===== config.mk =====
export PLATFORM = sky130hd
export DESIGN_NAME = alu_4bit
export DESIGN_NICKNAME = d
export VERILOG_FILES = /design/src/rtl/alu_pkg.sv /design/src/rtl/alu_4bit_core.sv /design/src/rtl/alu_4bit.sv
export SDC_FILE = /design/constraint.sdc
export NUM_CORES = 1
export LEC_CHECK = 0
export ABC_CLOCK_PERIOD_IN_PS = 800
export BUFFER_PORTS_ARGS = -buffer_cell sky130_fd_sc_hd__buf_2
export CAP_MARGIN = 25
export CORE_AREA = 2 2 39 41
export CTS_CLUSTER_DIAMETER = 80
export DETAILED_ROUTE_END_ITERATION = 16
export DIE_AREA = 0 0 41 43
export PLACE_DENSITY_LB_ADDON = 0.1
export SLEW_MARGIN = 20
export SYNTH_ARGS = -nofsm -noshare
export SYNTH_HDL_FRONTEND = slang
export SYNTH_SLANG_ARGS = --single-unit
export TNS_END_PERCENT = 10

===== constraint.sdc =====
create_clock -name clk -period 0.8 [get_ports clk]
set_input_delay 0.16 -clock clk [delete_from_list [all_inputs] [get_ports clk]]
set_output_delay 0.16 -clock clk [all_outputs]
set_load 0.01 [all_outputs]

===== src/rtl/alu_pkg.sv =====
// Shared constants and result type for the 4-bit 74181-style ALU.
// Latency: n/a (package).
// Backpressure: n/a (package).
package alu_pkg;

  // Mode select values for the m input
  localparam logic MODE_LOGIC = 1'b1;
  localparam logic MODE_ARITH = 1'b0;

  // Common function selects (SUB and XOR share a code; m picks which one)
  localparam logic [3:0] SEL_ADD   = 4'b1001;
  localparam logic [3:0] SEL_SUB   = 4'b0110;
  localparam logic [3:0] SEL_PASSA = 4'b1111;
  localparam logic [3:0] SEL_XOR   = 4'b0110;

  // Everything the ALU drives out, bundled so it can be registered as one word
  typedef struct packed {
    logic       cout;
    logic [3:0] f;
    logic       p;
    logic       g;
  } alu_res_t;

  // Replicate one select bit across the 4-bit datapath
  function automatic logic [3:0] rep4(input logic bit_in);
    return {4{bit_in}};
  endfunction

endpackage


===== src/rtl/alu_4bit_core.sv =====
// Combinational 74181 function core: X/Y terms, result, carry-out, group P/G.
// Latency: zero cycles (pure combinational).
// Backpressure: none; output follows the inputs continuously.
module alu_4bit_core
  import alu_pkg::*;
(
  input  logic [3:0] a,
  input  logic [3:0] b,
  input  logic       cin,
  input  logic       m,
  input  logic [3:0] s,
  output alu_res_t   res
);

  logic [3:0] x;
  logic [3:0] y;
  logic [3:0] sum;
  logic       grp_p;
  logic       grp_g;

  // Build the per-bit X/Y terms, then derive the result and lookahead outputs.
  // Y is always a bitwise subset of X, so carry-out from the G/P lookahead
  // equals bit 4 of X+Y+cin; using the lookahead form gives the same cout in
  // logic mode as well, which cascaded units rely on.
  always_comb begin
    x     = a | (b & rep4(s[0])) | (~b & rep4(s[1]));
    y     = (a & ~b & rep4(s[2])) | (a & b & rep4(s[3]));
    sum   = x + y + {3'b000, cin};
    grp_p = &x;
    grp_g = y[3]
          | (x[3] & y[2])
          | (x[3] & x[2] & y[1])
          | (x[3] & x[2] & x[1] & y[0]);

    res      = '0;
    res.p    = grp_p;
    res.g    = grp_g;
    res.cout = grp_g | (grp_p & cin);
    res.f    = (m == MODE_LOGIC) ? ~(x ^ y) : sum;
  end

endmodule


===== src/rtl/alu_4bit.sv =====
// 4-bit 74181-style ALU with registered f/cout/p/g (optional a_eq_b via ALU_AEQB_EN).
// Latency: one cycle; inputs before edge N appear on outputs after edge N.
// Backpressure: none; outputs are re-captured every clock, no enable or handshake.
module alu_4bit
  import alu_pkg::*;
(
  input  logic       clk,
  input  logic       rst_n,
  input  logic [3:0] a,
  input  logic [3:0] b,
  input  logic       cin,
  input  logic       m,
  input  logic [3:0] s,
  output logic       cout,
  output logic [3:0] f,
  output logic       p,
`ifdef ALU_AEQB_EN
  output logic       a_eq_b,
`endif
  output logic       g
);

  alu_res_t core_res;
  alu_res_t res_d;
  alu_res_t res_q;

  alu_4bit_core u_core (
    .a   (a),
    .b   (b),
    .cin (cin),
    .m   (m),
    .s   (s),
    .res (core_res)
  );

`ifdef ALU_AEQB_EN
  logic a_eq_b_d;
  logic a_eq_b_q;

  // All-ones result flags A==B when running A-B-1 with no carry-in
  always_comb begin
    a_eq_b_d = (core_res.f == 4'hF);
  end

  // Equality flag shares the output register stage and its reset
  always_ff @(posedge clk or negedge rst_n) begin
    if (!rst_n) begin
      a_eq_b_q <= 1'b0;
    end else begin
      a_eq_b_q <= a_eq_b_d;
    end
  end

  assign a_eq_b = a_eq_b_q;
`endif

  // Next-state for the output register is the core result as-is
  always_comb begin
    res_d = core_res;
  end

  // Output register stage; reset clears every output without waiting for clk
  always_ff @(posedge clk or negedge rst_n) begin
    if (!rst_n) begin
      res_q <= '0;
    end else begin
      res_q <= res_d;
    end
  end

  assign cout = res_q.cout;
  assign f    = res_q.f;
  assign p    = res_q.p;
  assign g    = res_q.g;

endmodule


==> impl_metrics.tcl <==
set metrics [dict create \
    worstPathCellList "buf_8 > buf_6 > a211oi_4 > fa_2 > inv_2 > fa_1 > inv_1 > mux2i_1" \
    syn_area_per_cell_um2 10.27 \
    fmax_mhz 711.5 \
    fp.dieArea_um2 1763 \
    max_cap_viol_count 0 \
    syn_area_um2 544.3 \
    hold_viol 0 \
    area_growth_pct 74.94 \
    rows 14 \
    hold_depth 3 \
    syn-num-nets 74 \
    cts_buffers 3 \
    cp.arrival_ps 1570 \
    die_h_um 43 \
    grt_use_total_pct 18.27 \
    cts_tree "done" \
    fin_ws_ps -605.4 \
    grt_pass1_vias 529 \
    clkPwrFrac_pct 23.7 \
    root_buffer "clkbuf_4" \
    slowest_delay_ps 500 \
    power_switching_w 0.0003959 \
    crit_type "in2reg" \
    crit_path_end_kind "register" \
    ys_warn_count 0 \
    rsz0062_at_grt "yes" \
    htree_levels 1 \
    power_report.internal_total_w 0.0009284 \
    ys_types 23 \
    vias 534 \
    power_w 0.001324 \
    gp_congestion 0.6854 \
    setup_viol 14 \
    worstHoldStart "m" \
    routedWlPerCell_um 12.13 \
    synth.area.top_cells "dfrtp_1, fa_1, mux2i_1, ha_1, inv_1" \
    relSlewSlack_pct 79.64 \
    initial_core_util_pct 39.33 \
    required_ps 960 \
    hold_slack_ps 211.4 \
    grt_pass1_wl_um 2125 \
    route.antenna.remaining_nets 0 \
    grt_overflow_total 0 \
    pwr-share-comb_pct 43.3 \
    swShare_pct 29.90 \
    synth_top_area_cell "dfrtp_1" \
    drt_first_pass_iters 3 \
    crit_path_start_kind "input port" \
    dp_hpwl_um 1042 \
    hold_end "f[3]" \
    die_width_um 41 \
    period_needed_ps 1405 \
    seq_power_share_pct 33.0 \
    numClockSinks 7 \
    run_status "finished, violations left" \
    failed_checks "setup timing" \
    leakage_nw 0.5014 \
    synth-seq-cells 7 \
    synth_top_cell_area_share_pct 32.18 \
    critPathMaxFanout 3 \
    viasPerCell 4.768 \
    clk_pin_slew_ps 50 \
    yosysSeqAreaShare_pct 32.18 \
    insertedDiodeCount 0 \
    drive_gt1_share_pct 63.54 \
    nNetsFinal 118 \
    antenna_found_initial 0 \
    power_density_nw_per_um2 1391 \
    synthCells 53 \
    clockBufferDepth 2 \
    grt_max_degree 8 \
    critPathSlowestCell "fa_1" \
    wirelength_um 1358 \
    final_max_slew_viol_count 0 \
    drt_iter0_drc 5 \
    core_um2 1384 \
    worst-slew-pin-transition_ps 303.1 \
    period_share_pct 175.7 \
    drcViolationCount 0 \
    portBuffers 22 \
    ioPinCount 23 \
    hold_path_class "in2reg" \
    ir_drop_mv 0.5308 \
]
cells in the mapped netlist:
| library cell | number |
|---|---|
| inv_1 | 9 |
| dfrtp_1 | 7 |
| mux2i_1 | 4 |
| a21o_1 | 3 |
| ha_1 | 3 |
| nor2b_1 | 3 |
| a211o_1 | 2 |
| a211oi_2 | 2 |
| fa_1 | 2 |
| mux2_1 | 2 |
| nand2_2 | 2 |
| nor2_1 | 2 |
| xnor2_1 | 2 |
| a211oi_1 | 1 |
| and2_4 | 1 |
| inv_2 | 1 |
| mux2_2 | 1 |
| nand2_1 | 1 |
| nand2b_1 | 1 |
| nor3_1 | 1 |
| nor4_1 | 1 |
| o21ai_0 | 1 |
| o311ai_2 | 1 |
how the worst max path moves through the flow:
stage	start	endpoint	slack, ps	depth (start not counted)
global placement	b[1]	f[3]	-920	8
detailed placement	b[1]	f[3]	-940	8
floorplan	s[1]	f[3]	-750	7
finish	b[0]	f[1]	-610	8
global route	b[0]	f[1]	-650	8
CTS	b[0]	f[1]	-580	8
worst max-delay path, delay by kind of cell:
kind	cells	cell delay (ps)
AOI/OAI and AO/OA	1	230
adders and majority gates	2	740
buffers and inverters	4	310
muxes	1	130
per-stage QoR:
| stage | worst slack (ps) | std cells | instance area, µm² | util (%) | TNS [ps] |
|---|---|---|---|---|---|
| detailed placement | -935.6 | 105 | 792.0 | 57.23 | -4678 |
| finish | -605.4 | 112 | 952.2 | 68.81 | -3171 |
| floorplan | -752.8 | 53 | 556.8 | - | -2829 |
| global placement | -921.9 | 105 | 792.0 | 57.23 | -4600 |
| CTS | -584.6 | 112 | 927.1 | 67.00 | -3191 |
| global route | -654.8 | 112 | 952.2 | 68.81 | -3804 |
cells by family after synthesis:
family	synth area share [%]
simple gates	12.64
compound gates	17.24
buf+inv	6.895
mux	13.56
flops	32.18
fa+ha+maj	14.25
xor+xnor	3.219
power by group through the flow:
stage,clock [W],combinational (W),sequential (W)
final,0.000314,0.000574,0.000437
after global routing,0.000340,0.000629,0.000445
after global placement,0,0.000450,0.000431
after floorplan,0,0.000198,0.000470
after CTS,0.000324,0.000533,0.000429
after detailed placement,0,0.000461,0.000435
layout make-up:
class	instances	area (µm²)
clock buffers	4	26.28
flip-flops and latches	7	175.2
inverters	10	37.54
well taps	16	20.02
repair buffers	39	285.3
multi-input cells	36	407.9
fillers	114	431.7
metal layers:
metal | vias up | track usage, % | share of wire [%]
li1 | 263 | - | -
met1 | 250 | 14.79 | 34
met2 | 19 | 35.94 | 61
met3 | 2 | 3.141 | 4.9
met4 | 0 | 10.00 | 0.88
met5 | - | 0 | 0
flip-flops by register name (all words and copies together), names as in the netlist:
| register | count |
|---|---|
| f | 4 |
| g | 1 |
| p | 1 |
| cout | 1 |
repair_timing:
item / 4_1_cts / 5_1_grt
resized for setup: 17 / 5
pin swaps: 6 / 1
setup buffers: 2 / 0
hold buffers: 1 / 0
endpoints found under the hold margin: 7 / 0
endpoints found under the setup margin: 14 / 14
placed cells by master (no fill, tap or decap), types with 3 or more instances in the layout:
master | synthesis | final
buf_6 | 0 | 6
dfrtp_1 | 7 | 7
inv_1 | 9 | 7
a21o_1 | 3 | 3
buf_4 | 0 | 15
clkbuf_4 | 0 | 3
inv_2 | 1 | 3
buf_2 | 0 | 16
mux2i_1 | 4 | 4
Note: power is estimated with default switching activity, not from simulation.
